===== src/rtl/spi_word_rx_pkg.sv =====
// Shared constants, error codes and FSM state encoding for the SPI command-word receiver.
package spi_word_pkg;

  localparam int WORD_BITS  = 24;
  localparam int PAD_BITS   = 6;
  localparam int VALUE_MSB  = 21;
  localparam int VALUE_LSB  = 6;
  localparam int VALUE_BITS = VALUE_MSB - VALUE_LSB + 1;

  localparam logic [1:0] HEADER = 2'b01;

  localparam logic [1:0] ERR_SHORT = 2'd0;
  localparam logic [1:0] ERR_LONG  = 2'd1;
  localparam logic [1:0] ERR_HDR   = 2'd2;
  localparam logic [1:0] ERR_PAD   = 2'd3;

  typedef logic [1:0] state_t;
  localparam state_t ST_ARM   = 2'd0;
  localparam state_t ST_IDLE  = 2'd1;
  localparam state_t ST_SHIFT = 2'd2;
  localparam state_t ST_CHECK = 2'd3;

endpackage


===== src/rtl/spi_word_rx_if.sv =====
// SPI pins plus the received-word result bus of spi_word_rx.
interface spi_word_rx_if;
  import spi_word_pkg::*;

  logic                  sck;
  logic                  mosi;
  logic                  csn;
  logic                  miso;
  logic [VALUE_BITS-1:0] value_o;
  logic                  valid_o;
  logic                  err_o;
  logic [1:0]            err_code_o;
  logic                  busy_o;

  modport slave (
    input  sck, mosi, csn,
    output miso, value_o, valid_o, err_o, err_code_o, busy_o
  );

  modport master (
    output sck, mosi, csn,
    input  miso, value_o, valid_o, err_o, err_code_o, busy_o
  );

endinterface


===== src/rtl/spi_word_rx_sync_edge.sv =====
// Multi-flop synchronizer with a history flop; rise/fall are decoded from flops only.
module sync_edge #(
  parameter int SYNC_STAGES = 2
) (
  input  logic clk,
  input  logic resetn,
  input  logic i_d,
  output logic o_level,
  output logic o_rise,
  output logic o_fall
);

  logic [SYNC_STAGES-1:0] r_stages;
  logic                   r_hist;

  always_ff @(posedge clk) begin
    if (!resetn) begin
      r_stages <= '0;
      r_hist   <= 1'b0;
    end else begin
      r_stages <= {r_stages[SYNC_STAGES-2:0], i_d};
      r_hist   <= r_stages[SYNC_STAGES-1];
    end
  end

  assign o_level = r_stages[SYNC_STAGES-1];
  assign o_rise  = r_stages[SYNC_STAGES-1] & ~r_hist;
  assign o_fall  = ~r_stages[SYNC_STAGES-1] & r_hist;

endmodule


===== src/rtl/spi_word_rx.sv =====
// SPI mode-0 slave receiving one 24-bit command word per chip-select window.
// Define SPIRX_MISO_ECHO_EN to echo the last accepted word on miso.
import spi_word_pkg::*;

module spi_word_rx #(
  parameter int         WORD_BITS   = spi_word_pkg::WORD_BITS,
  parameter int         SYNC_STAGES = 2,
  parameter logic [1:0] HEADER      = spi_word_pkg::HEADER
) (
  input  logic         clk,
  input  logic         resetn,
  spi_word_rx_if.slave bus
);

  localparam int CNT_W = $clog2(WORD_BITS + 2);
  localparam logic [CNT_W-1:0] CNT_FULL = CNT_W'(WORD_BITS);
  localparam logic [CNT_W-1:0] CNT_MAX  = CNT_W'(WORD_BITS + 1);

  logic w_sckLevel, w_sckRise, w_sckFall;
  logic w_mosi, w_mosiRise, w_mosiFall;
  logic w_csnLevel, w_csnRise, w_csnFall;
  logic [2:0] w_unusedEdges;

  state_t                r_state;
  logic [WORD_BITS-1:0]  r_sr;
  logic [CNT_W-1:0]      r_cnt;
  logic [VALUE_BITS-1:0] r_value;
  logic                  r_valid;
  logic                  r_err;
  logic [1:0]            r_errCode;

  sync_edge #(.SYNC_STAGES(SYNC_STAGES)) u_sckSync (
    .clk(clk), .resetn(resetn), .i_d(bus.sck),
    .o_level(w_sckLevel), .o_rise(w_sckRise), .o_fall(w_sckFall)
  );

  sync_edge #(.SYNC_STAGES(SYNC_STAGES)) u_mosiSync (
    .clk(clk), .resetn(resetn), .i_d(bus.mosi),
    .o_level(w_mosi), .o_rise(w_mosiRise), .o_fall(w_mosiFall)
  );

  sync_edge #(.SYNC_STAGES(SYNC_STAGES)) u_csnSync (
    .clk(clk), .resetn(resetn), .i_d(bus.csn),
    .o_level(w_csnLevel), .o_rise(w_csnRise), .o_fall(w_csnFall)
  );

  assign w_unusedEdges = {w_sckLevel, w_mosiRise, w_mosiFall};

  // csn_rise is tested before sck_rise so a coincident clock edge is dropped.
  always_ff @(posedge clk) begin
    if (!resetn) begin
      r_state   <= ST_ARM;
      r_sr      <= '0;
      r_cnt     <= '0;
      r_value   <= '0;
      r_valid   <= 1'b0;
      r_err     <= 1'b0;
      r_errCode <= ERR_SHORT;
    end else begin
      r_valid <= 1'b0;
      r_err   <= 1'b0;
      case (r_state)
        ST_ARM: begin
          if (w_csnLevel) r_state <= ST_IDLE;
        end
        ST_IDLE: begin
          if (w_csnFall) begin
            r_sr    <= '0;
            r_cnt   <= '0;
            r_state <= ST_SHIFT;
          end
        end
        ST_SHIFT: begin
          if (w_csnRise) begin
            r_state <= ST_CHECK;
          end else if (w_sckRise) begin
            r_sr <= {r_sr[WORD_BITS-2:0], w_mosi};
            if (r_cnt != CNT_MAX) r_cnt <= r_cnt + 1'b1;
          end
        end
        ST_CHECK: begin
          r_state <= ST_IDLE;
          if (r_cnt < CNT_FULL) begin
            r_err     <= 1'b1;
            r_errCode <= ERR_SHORT;
          end else if (r_cnt > CNT_FULL) begin
            r_err     <= 1'b1;
            r_errCode <= ERR_LONG;
          end else if (r_sr[WORD_BITS-1 -: 2] != HEADER) begin
            r_err     <= 1'b1;
            r_errCode <= ERR_HDR;
          end else if (r_sr[PAD_BITS-1:0] != '0) begin
            r_err     <= 1'b1;
            r_errCode <= ERR_PAD;
          end else begin
            r_value <= r_sr[VALUE_MSB:VALUE_LSB];
            r_valid <= 1'b1;
          end
        end
        default: r_state <= ST_ARM;
      endcase
    end
  end

`ifdef SPIRX_MISO_ECHO_EN
  logic [WORD_BITS-1:0] r_tx;

  // Loaded at frame start so the host reads back the previously accepted word.
  always_ff @(posedge clk) begin
    if (!resetn) begin
      r_tx <= '0;
    end else if (r_state == ST_IDLE && w_csnFall) begin
      r_tx <= {HEADER, r_value, {PAD_BITS{1'b0}}};
    end else if (r_state == ST_SHIFT && w_sckFall) begin
      r_tx <= {r_tx[WORD_BITS-2:0], 1'b0};
    end
  end

  assign bus.miso = (r_state == ST_SHIFT) & r_tx[WORD_BITS-1];
`else
  logic w_unusedSckFall;
  assign w_unusedSckFall = w_sckFall;
  assign bus.miso        = 1'b0;
`endif

  assign bus.value_o    = r_value;
  assign bus.valid_o    = r_valid;
  assign bus.err_o      = r_err;
  assign bus.err_code_o = r_errCode;
  assign bus.busy_o     = (r_state == ST_SHIFT);

endmodule


===== src/flat_wrapper.sv =====
// flat-port wrapper written by rule: the top's interface ports become plain ports
module spi_word_rx_flat 
#(
  parameter int         WORD_BITS   = spi_word_pkg::WORD_BITS,
  parameter int         SYNC_STAGES = 2,
  parameter logic [1:0] HEADER      = spi_word_pkg::HEADER
)
  (clk, resetn, bus_sck, bus_mosi, bus_csn, bus_miso, bus_value_o, bus_valid_o, bus_err_o, bus_err_code_o, bus_busy_o);
  spi_word_rx_if bus_i ();
  input  logic clk;
  input  logic resetn;
  input wire logic [$bits(bus_i.sck)-1:0] bus_sck;
  input wire logic [$bits(bus_i.mosi)-1:0] bus_mosi;
  input wire logic [$bits(bus_i.csn)-1:0] bus_csn;
  output wire logic [$bits(bus_i.miso)-1:0] bus_miso;
  output wire logic [$bits(bus_i.value_o)-1:0] bus_value_o;
  output wire logic [$bits(bus_i.valid_o)-1:0] bus_valid_o;
  output wire logic [$bits(bus_i.err_o)-1:0] bus_err_o;
  output wire logic [$bits(bus_i.err_code_o)-1:0] bus_err_code_o;
  output wire logic [$bits(bus_i.busy_o)-1:0] bus_busy_o;
  assign bus_i.sck = bus_sck;
  assign bus_i.mosi = bus_mosi;
  assign bus_i.csn = bus_csn;
  assign bus_miso = bus_i.miso;
  assign bus_value_o = bus_i.value_o;
  assign bus_valid_o = bus_i.valid_o;
  assign bus_err_o = bus_i.err_o;
  assign bus_err_code_o = bus_i.err_code_o;
  assign bus_busy_o = bus_i.busy_o;
  spi_word_rx #(.WORD_BITS(WORD_BITS), .SYNC_STAGES(SYNC_STAGES), .HEADER(HEADER)) u_core (.clk(clk), .resetn(resetn), .bus(bus_i));
endmodule

===== config.mk =====
export PLATFORM = sky130hd
export DESIGN_NAME = spi_word_rx_flat
export DESIGN_NICKNAME = d
export VERILOG_FILES = /design/src/rtl/spi_word_rx_pkg.sv /design/src/rtl/spi_word_rx_if.sv /design/src/rtl/spi_word_rx_sync_edge.sv /design/src/rtl/spi_word_rx.sv /design/src/flat_wrapper.sv
export SDC_FILE = /design/constraint.sdc
export NUM_CORES = 1
export LEC_CHECK = 0
export ABC_AREA = 1
export ABC_CLOCK_PERIOD_IN_PS = 4600
export BUFFER_PORTS_ARGS = -buffer_cell sky130_fd_sc_hd__buf_2
export CORE_MARGIN = 3
export CORE_UTILIZATION = 47
export DETAILED_ROUTE_END_ITERATION = 7
export GPL_TIMING_DRIVEN = 0
export PLACE_DENSITY = 0.75
export SYNTH_ARGS = -nofsm -noshare
export SYNTH_HDL_FRONTEND = slang
export SYNTH_SLANG_ARGS = --single-unit

===== constraint.sdc =====
create_clock -name clk -period 4.6 [get_ports clk]
set_clock_uncertainty 0.05 [all_clocks]
set_input_delay 1.38 -clock clk [delete_from_list [all_inputs] [get_ports clk]]
set_output_delay 1.38 -clock clk [all_outputs]
set_load 0.1 [all_outputs]

==> flow_summary.toml, run 1 <==
[outcome]
status = "completed"

[global_routing]
grt_use_met3_pct = 3.97
first_global_vias = 1945
grt_util_met2_pct = 28.3
top_usage_layer = "met2"
grt_max_degree = 11
grt_usage_pct = 16.9
grt_antenna_before_repair = 0
met1_usage_pct = 19.4
gr-total-overflow = 0
grt_pass1_wl_um = 8310

[placed_design]
hpwl_um = 3350
place.gp.congestion = 0.844
portBuffers = 24

[pwr]
clkPwrFrac_pct = 36.4
comb_power_share_pct = 22.9
p_leak_uw = 0.00124
seqPwrFrac_pct = 40.7
peakVddDrop_mv = 0.274
internal_power_uw = 911
p_per_area_nw_per_um2 = 463
power_switching_uw = 448
switching_share_pct = 33.0
power_uw = 1360

[critical_path]
critical_path_class = "flip-flop to output port"
crit_path_max_fanout = 5
critPathRequiredTime_ps = 3170
endpoint_kind = "output port"
worstSetupStartpointType = "flip-flop"
cp_data_arrival_time_ps = 1360
r2r_start = "u_core.r_state[0]"
crit_start = "u_core.r_state[0]"

[finish]
drive_gt1_share_pct = 19.3
final_common_cell = "nand2_1"
final_cell_mix = "95 x nand2_1, 59 x dfxtp_1, 46 x a21oi_1"
antennaDiodeCount = 0
multi_input_area_sq_um = 1100
layout.area.seq_sq_um = 1180
nFillCells = 502
syn2layout_area_growth_pct = 16.8
finalNetCount = 375

[synthesis]
synthXorXnorAreaFrac_pct = 0
synth_cell_type_count = 23
synth_top_family_by_area = "simple AND/OR/NAND/NOR gates"
synth_top_area_share_pct = 46.9
synth_compound_area_share_pct = 9.95
syn_nets = 340
synth_seq_cells = 59
synth-simple-area-share_pct = 29.8
yosysWarnings = 0
synth.avg_cell_area_sq_um = 7.69
yosysTopAreaCell = "dfxtp_1"
muxShareOfSynthArea_pct = 0
synth-seq-area-share_pct = 46.9
synthCells = 327
syn_area_sq_um = 2520
synthAdderAreaFrac_pct = 3.98
synth_area_leaders = "dfxtp_1 47%, nand2_1 14%, a21oi_1 9.1%"

[floorplanning]
die-area_sq_um = 6270
row_count = 26
ios = 27
initial_core_util_pct = 49.0
dieWidth_um = 79.2
design.core.area_sq_um = 5140
fp.dieH_um = 79.2

[cts]
path_clk_slew_ps = 60
cts.path.max_buffers = 2
cts_buffers = 9
postCtsHoldBufs = 0
root_buffer = "clkbuf_8"
cts_sinks = 59
post_cts_resize_count = 0
cts_tree = "built"
post_cts_buffers = 0
cts.htree.levels = 3
clk_latency_ps = 330

[route]
routedWlPerCell_um = 11.1
antenna_left = 0
dr.first_iter.drc_count = 128
drt-total-wl_um = 4870
viasPerCell = 4.87
drc = 0
first_pass_iters = 4
vias = 2130

[timing]
fin_crit_sh_pct = 60.8
worst_pin_slew_ps = 513
final_max_slew_viol_count = 0
rsz0062_at_grt = "no"
tns_ps = 0
slew-limit-headroom_pct = 65.8
period_minus_slack_ps = 2790
finalHoldViolations = 0
fmax_mhz = 358
setup_viol = 0

[min_path]
worstHoldStart = "u_core.u_csnSync.r_stages[0]"
hold_path_class = "flip-flop to flip-flop"

[flow_run]
maxCapViolCount = 0
## flip-flops by register name (all words and copies together) (netlist names)
register,count
u_core.r_state,2
u_core.r_sr,24
u_core.bus.valid_o,1
u_core.bus.err_o,1
u_core.bus.err_code_o,2
u_core.u_sckSync.r_stages,2
u_core.u_sckSync.r_hist,1
u_core.u_csnSync.r_stages,2
u_core.r_cnt,5
u_core.u_csnSync.r_hist,1
u_core.bus.value_o,16
u_core.u_mosiSync.r_stages,2
## area by class of cell
type                       instances  share of cell area, %
clock buffer                      13                   5.75
sequential                        59                   40.2
timing repair buffer              24                   4.09
clock inverter                     3                   1.53
inverter                          31                   3.96
multi-input combinational        219                   37.6
buffer                            18                   3.88
tap                               70                   2.98
## metrics by stage
stage	setup WS [ps]	utilization, %	cell area, sq um	hold slack (ps)	cells
3_3_place_gp	2140	53.0	2720	343	421
6_report	1810	57.2	2940	364	437
4_1_cts	1770	57.2	2940	366	437
2_1_floorplan	1970	-	2520	340	327
3_5_place_dp	2130	53.0	2720	350	421
5_1_grt	1720	57.2	2940	389	437
## layer usage
layer  share of wire (%)  routed length (um)
met3                 3.3                 159
met2                  47                2290
met5                   0                   0
met1                  47                2300
met4                 2.5                 122
## power groups by stage
stage                     Sequential [uW]  Clock (uW)  Combinational [uW]
after CTS                             554         505                 312
after global routing                  557         525                 347
after global placement                564           0                 306
final                                 553         495                 311
after detailed placement              566           0                 310
after floorplan                       583           0                 235
## cells in the mapped netlist
cell type   n
nand3_2     1
clkinv_1    1
clkbuf_1    5
o21ai_1     1
o21ai_0     3
a21oi_1    46
inv_2       4
nor2_1     20
nand3_4     2
nor2_2      3
nand3_1    13
buf_6       2
conb_1      1
buf_2       3
nand2_1    95
nand4_1    17
nor2_8      2
ha_1        8
buf_4       7
clkbuf_2    1
dfxtp_1    59
nand2_2     7
inv_1      26
## worst max-delay path, stage by stage (launching register included)
cell	delay, ps
dfxtp_1	350
inv_1	90
ha_1	170
buf_2	430
## worst paths after layout
| path | depth (start not counted) | slack [ps] | endpoint |
|---|---|---|---|
| setup / recovery | 3 | 1810 | bus_busy_o |
| setup reg to reg | 10 | 2690 | u_core.r_sr[17] |
| hold / removal | 2 | 360 | u_core.u_csnSync.r_stages[1] |
| hold reg to reg | 2 | 360 | u_core.u_csnSync.r_stages[1] |
## cell families (layout without fill, tap and decap cells)
logic type	count (synthesis)	count (layout)
AND/OR/NAND/NOR	160	160
buffers and inverters	49	89
other	1	1
flip-flops	59	59
AO/OA/AOI/OAI	50	50
adder cells (fa/ha/maj)	8	8
Note: power is estimated with default switching activity, not from simulation.
==> inputs of run 2 (changes only) <==
--- a/config.mk
+++ b/config.mk
@@ -5,8 +5,8 @@
 export SDC_FILE = /design/constraint.sdc
 export NUM_CORES = 1
 export LEC_CHECK = 0
-export ABC_AREA = 1
-export ABC_CLOCK_PERIOD_IN_PS = 4600
+export ABC_AREA = 0
+export ABC_CLOCK_PERIOD_IN_PS = 2700
 export BUFFER_PORTS_ARGS = -buffer_cell sky130_fd_sc_hd__buf_2
 export CORE_MARGIN = 3
 export CORE_UTILIZATION = 47
==> constraint.sdc (replaced) <==
create_clock -name clk -period 2.7 [get_ports clk]
set_clock_uncertainty 0.05 [all_clocks]
set_input_delay 0.81 -clock clk [delete_from_list [all_inputs] [get_ports clk]]
set_output_delay 0.81 -clock clk [all_outputs]
set_load 0.1 [all_outputs]
==> run 2 against run 1 <==
  * Routed wire length rose by 0.60%
  * Worst setup slack got worse by 1500 ps
  * Clock power rose by 63%
  * Clock-buffer cell count fell by 1
  * Utilization rose by 0.63 points
  * Sequential share of layout area fell by 1.2 points
  * Total power rose by 63%
  * Non-clock buffer count rose by 3
  * Synthesized area rose by 3.4%
  * Sequential power rose by 65%
  * Largest cell class is now multi-input combinational cells
==> flow_summary.toml, run 2 <==
[pwr]
seqPwrFrac_pct = 41.2
clkPwrFrac_pct = 36.5
p_leak_uw = 0.00127
peakVddDrop_mv = 0.401
internal_power_uw = 1540
p_per_area_nw_per_um2 = 731
comb_power_share_pct = 22.4
switching_share_pct = 30.4
power_switching_uw = 672

[cts]
root_buffer = "clkbuf_8"
cts_tree = "built"
cts.htree.levels = 3
cts_buffers = 9
path_clk_slew_ps = 60
clk_latency_ps = 330
cts_sinks = 59
cts.path.max_buffers = 2

[finish]
largest_reg_flops = 24
final_cell_mix = "59 x dfxtp_1, 35 x nand2_1, 30 x buf_2, 30 x nand3_1, 26 x mux2i_1"
syn2layout_area_growth_pct = 16.3
regMostFlops = "u_core.r_sr"
nFillCells = 491
antennaDiodeCount = 0
drive_gt1_share_pct = 28.4
final_common_cell = "dfxtp_1"
finalNetCount = 314

[critical_path]
cpLargestDelayFamily = "compound AO/OA/AOI/OAI gates"
critPathRequiredTime_ps = 2850
cp_slowest_cell = "a221oi_1"
crit_chain = "inv_1 -> ha_2 -> buf_2 -> nand3b_1 -> a221oi_1 -> nor2_4 -> buf_2 -> mux2i_1"
critPathBufInv = 3
endpoint_kind = "flip-flop"
crit_path_max_fanout = 10
critical_path_class = "flip-flop to flip-flop"
crit_top_cell = "buf_2"
worstSetupStartpointType = "flip-flop"
cp_data_arrival_time_ps = 2570
cpPeakStageDelay_ps = 610

[synthesis]
synth_most_common_cell = "dfxtp_1"
synth-seq-area-share_pct = 45.4
synthFlopType = "dfxtp_1"
synth-edff-count = 0
synth_top_area_share_pct = 45.4
synth.avg_cell_area_sq_um = 9.82
synth_cell_type_count = 38
yosysWarnings = 0
synth_seq_cells = 59
yosysTopAreaCell = "dfxtp_1"
syn_area_sq_um = 2600
synth_area_leaders = "dfxtp_1 45%, mux2i_1 10%, nand3_1 5.8%"
synthCells = 265
syn_nets = 278
synth_commonest_cells = "59 x dfxtp_1, 35 x nand2_1, 30 x nand3_1, 26 x mux2i_1, 16 x o21ai_2"
async_reset_ff_share_pct = 0

[route]
routedWlPerCell_um = 13.0
first_pass_iters = 4
viasPerCell = 5.17
drt-total-wl_um = 4900
drc = 0
antenna_left = 0
dr.first_iter.drc_count = 82
vias = 1943

[timing]
rsz0062_at_grt = "no"
worst_slack_ps = 283
final_max_slew_viol_count = 0
setup_viol = 0
fmax_mhz = 414
finalHoldViolations = 0
fin_crit_sh_pct = 89.5
period_minus_slack_ps = 2420
worst_pin_slew_ps = 611
tns_ps = 0
slew-limit-headroom_pct = 59.3

[placed_design]
hpwl_um = 3420
portBuffers = 25
place.gp.congestion = 0.784
pre_cts_slack_ps = 204

[global_routing]
grt_pass1_wl_um = 8510
grt_antenna_before_repair = 0
grt_max_degree = 11
grt_usage_pct = 17.1
first_global_vias = 1884
gr-total-overflow = 0

[floorplanning]
dieWidth_um = 80.4
design.core.area_sq_um = 5240
initial_core_util_pct = 49.7
die-area_sq_um = 6470
fp.dieH_um = 80.4
ios = 27
row_count = 26

[min_path]
hold_path_class = "flip-flop to flip-flop"

[outcome]
status = "completed"

[flow_run]
maxCapViolCount = 0
==> run 2: cell types whose count changed after synthesis, moves of 6 or more <==
cell,previous run,this run
nand4_1,17,2
nor2_1,20,5
nand3_1,13,30
nand2_2,7,0
o21ai_2,0,16
mux2i_1,0,26
inv_1,26,9
and2_1,0,8
nand2_1,95,35
nand3_2,1,13
buf_4,7,1
a21oi_1,46,1
==> run 2: power groups by stage <==
stage          clock network [uW]  registers (uW)  logic [uW]
2_1_floorplan                   0             942         392
3_3_place_gp                    0             929         482
3_5_place_dp                    0             931         488
4_1_cts                       830             911         491
5_1_grt                       869             913         543
6_report                      807             911         495
==> run 2: path summary, 6_finish.rpt <==
kind                                      from                            to  slack (ps)  cells past startpoint
setup / recovery             u_core.r_state[0]               u_core.r_sr[23]         280                      8
hold / removal    u_core.u_sckSync.r_stages[0]  u_core.u_sckSync.r_stages[1]         380                      1
setup reg to reg             u_core.r_state[0]               u_core.r_sr[23]         280                      8
hold reg to reg   u_core.u_sckSync.r_stages[0]  u_core.u_sckSync.r_stages[1]         380                      1
==> run 2: logic make-up (layout without fill, tap and decap cells) <==
logic type               after synthesis  after routing  synth area share [%]
AO/OA/AOI/OAI                         27             27                  9.13
adder cells (fa/ha/maj)                9              9                  4.23
buffers and inverters                 29             70                  6.39
flip-flops                            59             59                  45.4
multiplexers                          26             26                  10.0
other                                  1              1                 0.144
AND/OR/NAND/NOR                      114            114                  24.7
==> run 2: worst reg2reg max path, stage by stage, from the launching register on <==
cell and delay (ps):
dfxtp_1 360, inv_1 100, ha_2 170, buf_2 160, nand3b_1 230, a221oi_1 610, nor2_4 190, buf_2 280
mux2i_1 150
==> run 2: routing by layer <==
layer	wire length [um]	vias up	global-route usage (%)
met5	0	-	0
met4	102	0	9.12
met3	177	9	4.04
met2	2290	31	26.8
met1	2330	907	21.7
li1	-	996	-
==> run 2: cell type report <==
type | count | area (sq um) | share of cell area, %
Multi-Input combinational cell | 177 | 1260 | 41.7
Sequential cell | 59 | 1180 | 39.0
Clock buffer | 12 | 155 | 5.13
Buffer | 20 | 133 | 4.38
Timing Repair Buffer | 25 | 125 | 4.13
Tap cell | 70 | 87.6 | 2.89
Clock inverter | 4 | 48.8 | 1.61
Inverter | 9 | 33.8 | 1.12
==> run 2: stage by stage <==
step / std cells / hold WS [ps] / area [sq um] / util [%] / total power, uW
4_1_cts: 376 / 386 / 3020 / 57.7 / 2230
3_3_place_gp: 360 / 368 / 2820 / 53.8 / 1410
6_report: 376 / 383 / 3030 / 57.8 / 2210
3_5_place_dp: 360 / 370 / 2820 / 53.8 / 1420
5_1_grt: 376 / 406 / 3030 / 57.8 / 2320
2_1_floorplan: 265 / 362 / 2610 / - / 1330
==> run 2: repair_timing <==
item,CTS,global route
setup endpoints to repair,0,4
hold endpoints to repair,0,0
buffers inserted,0,0
hold buffers,0,0
resized for setup,0,1
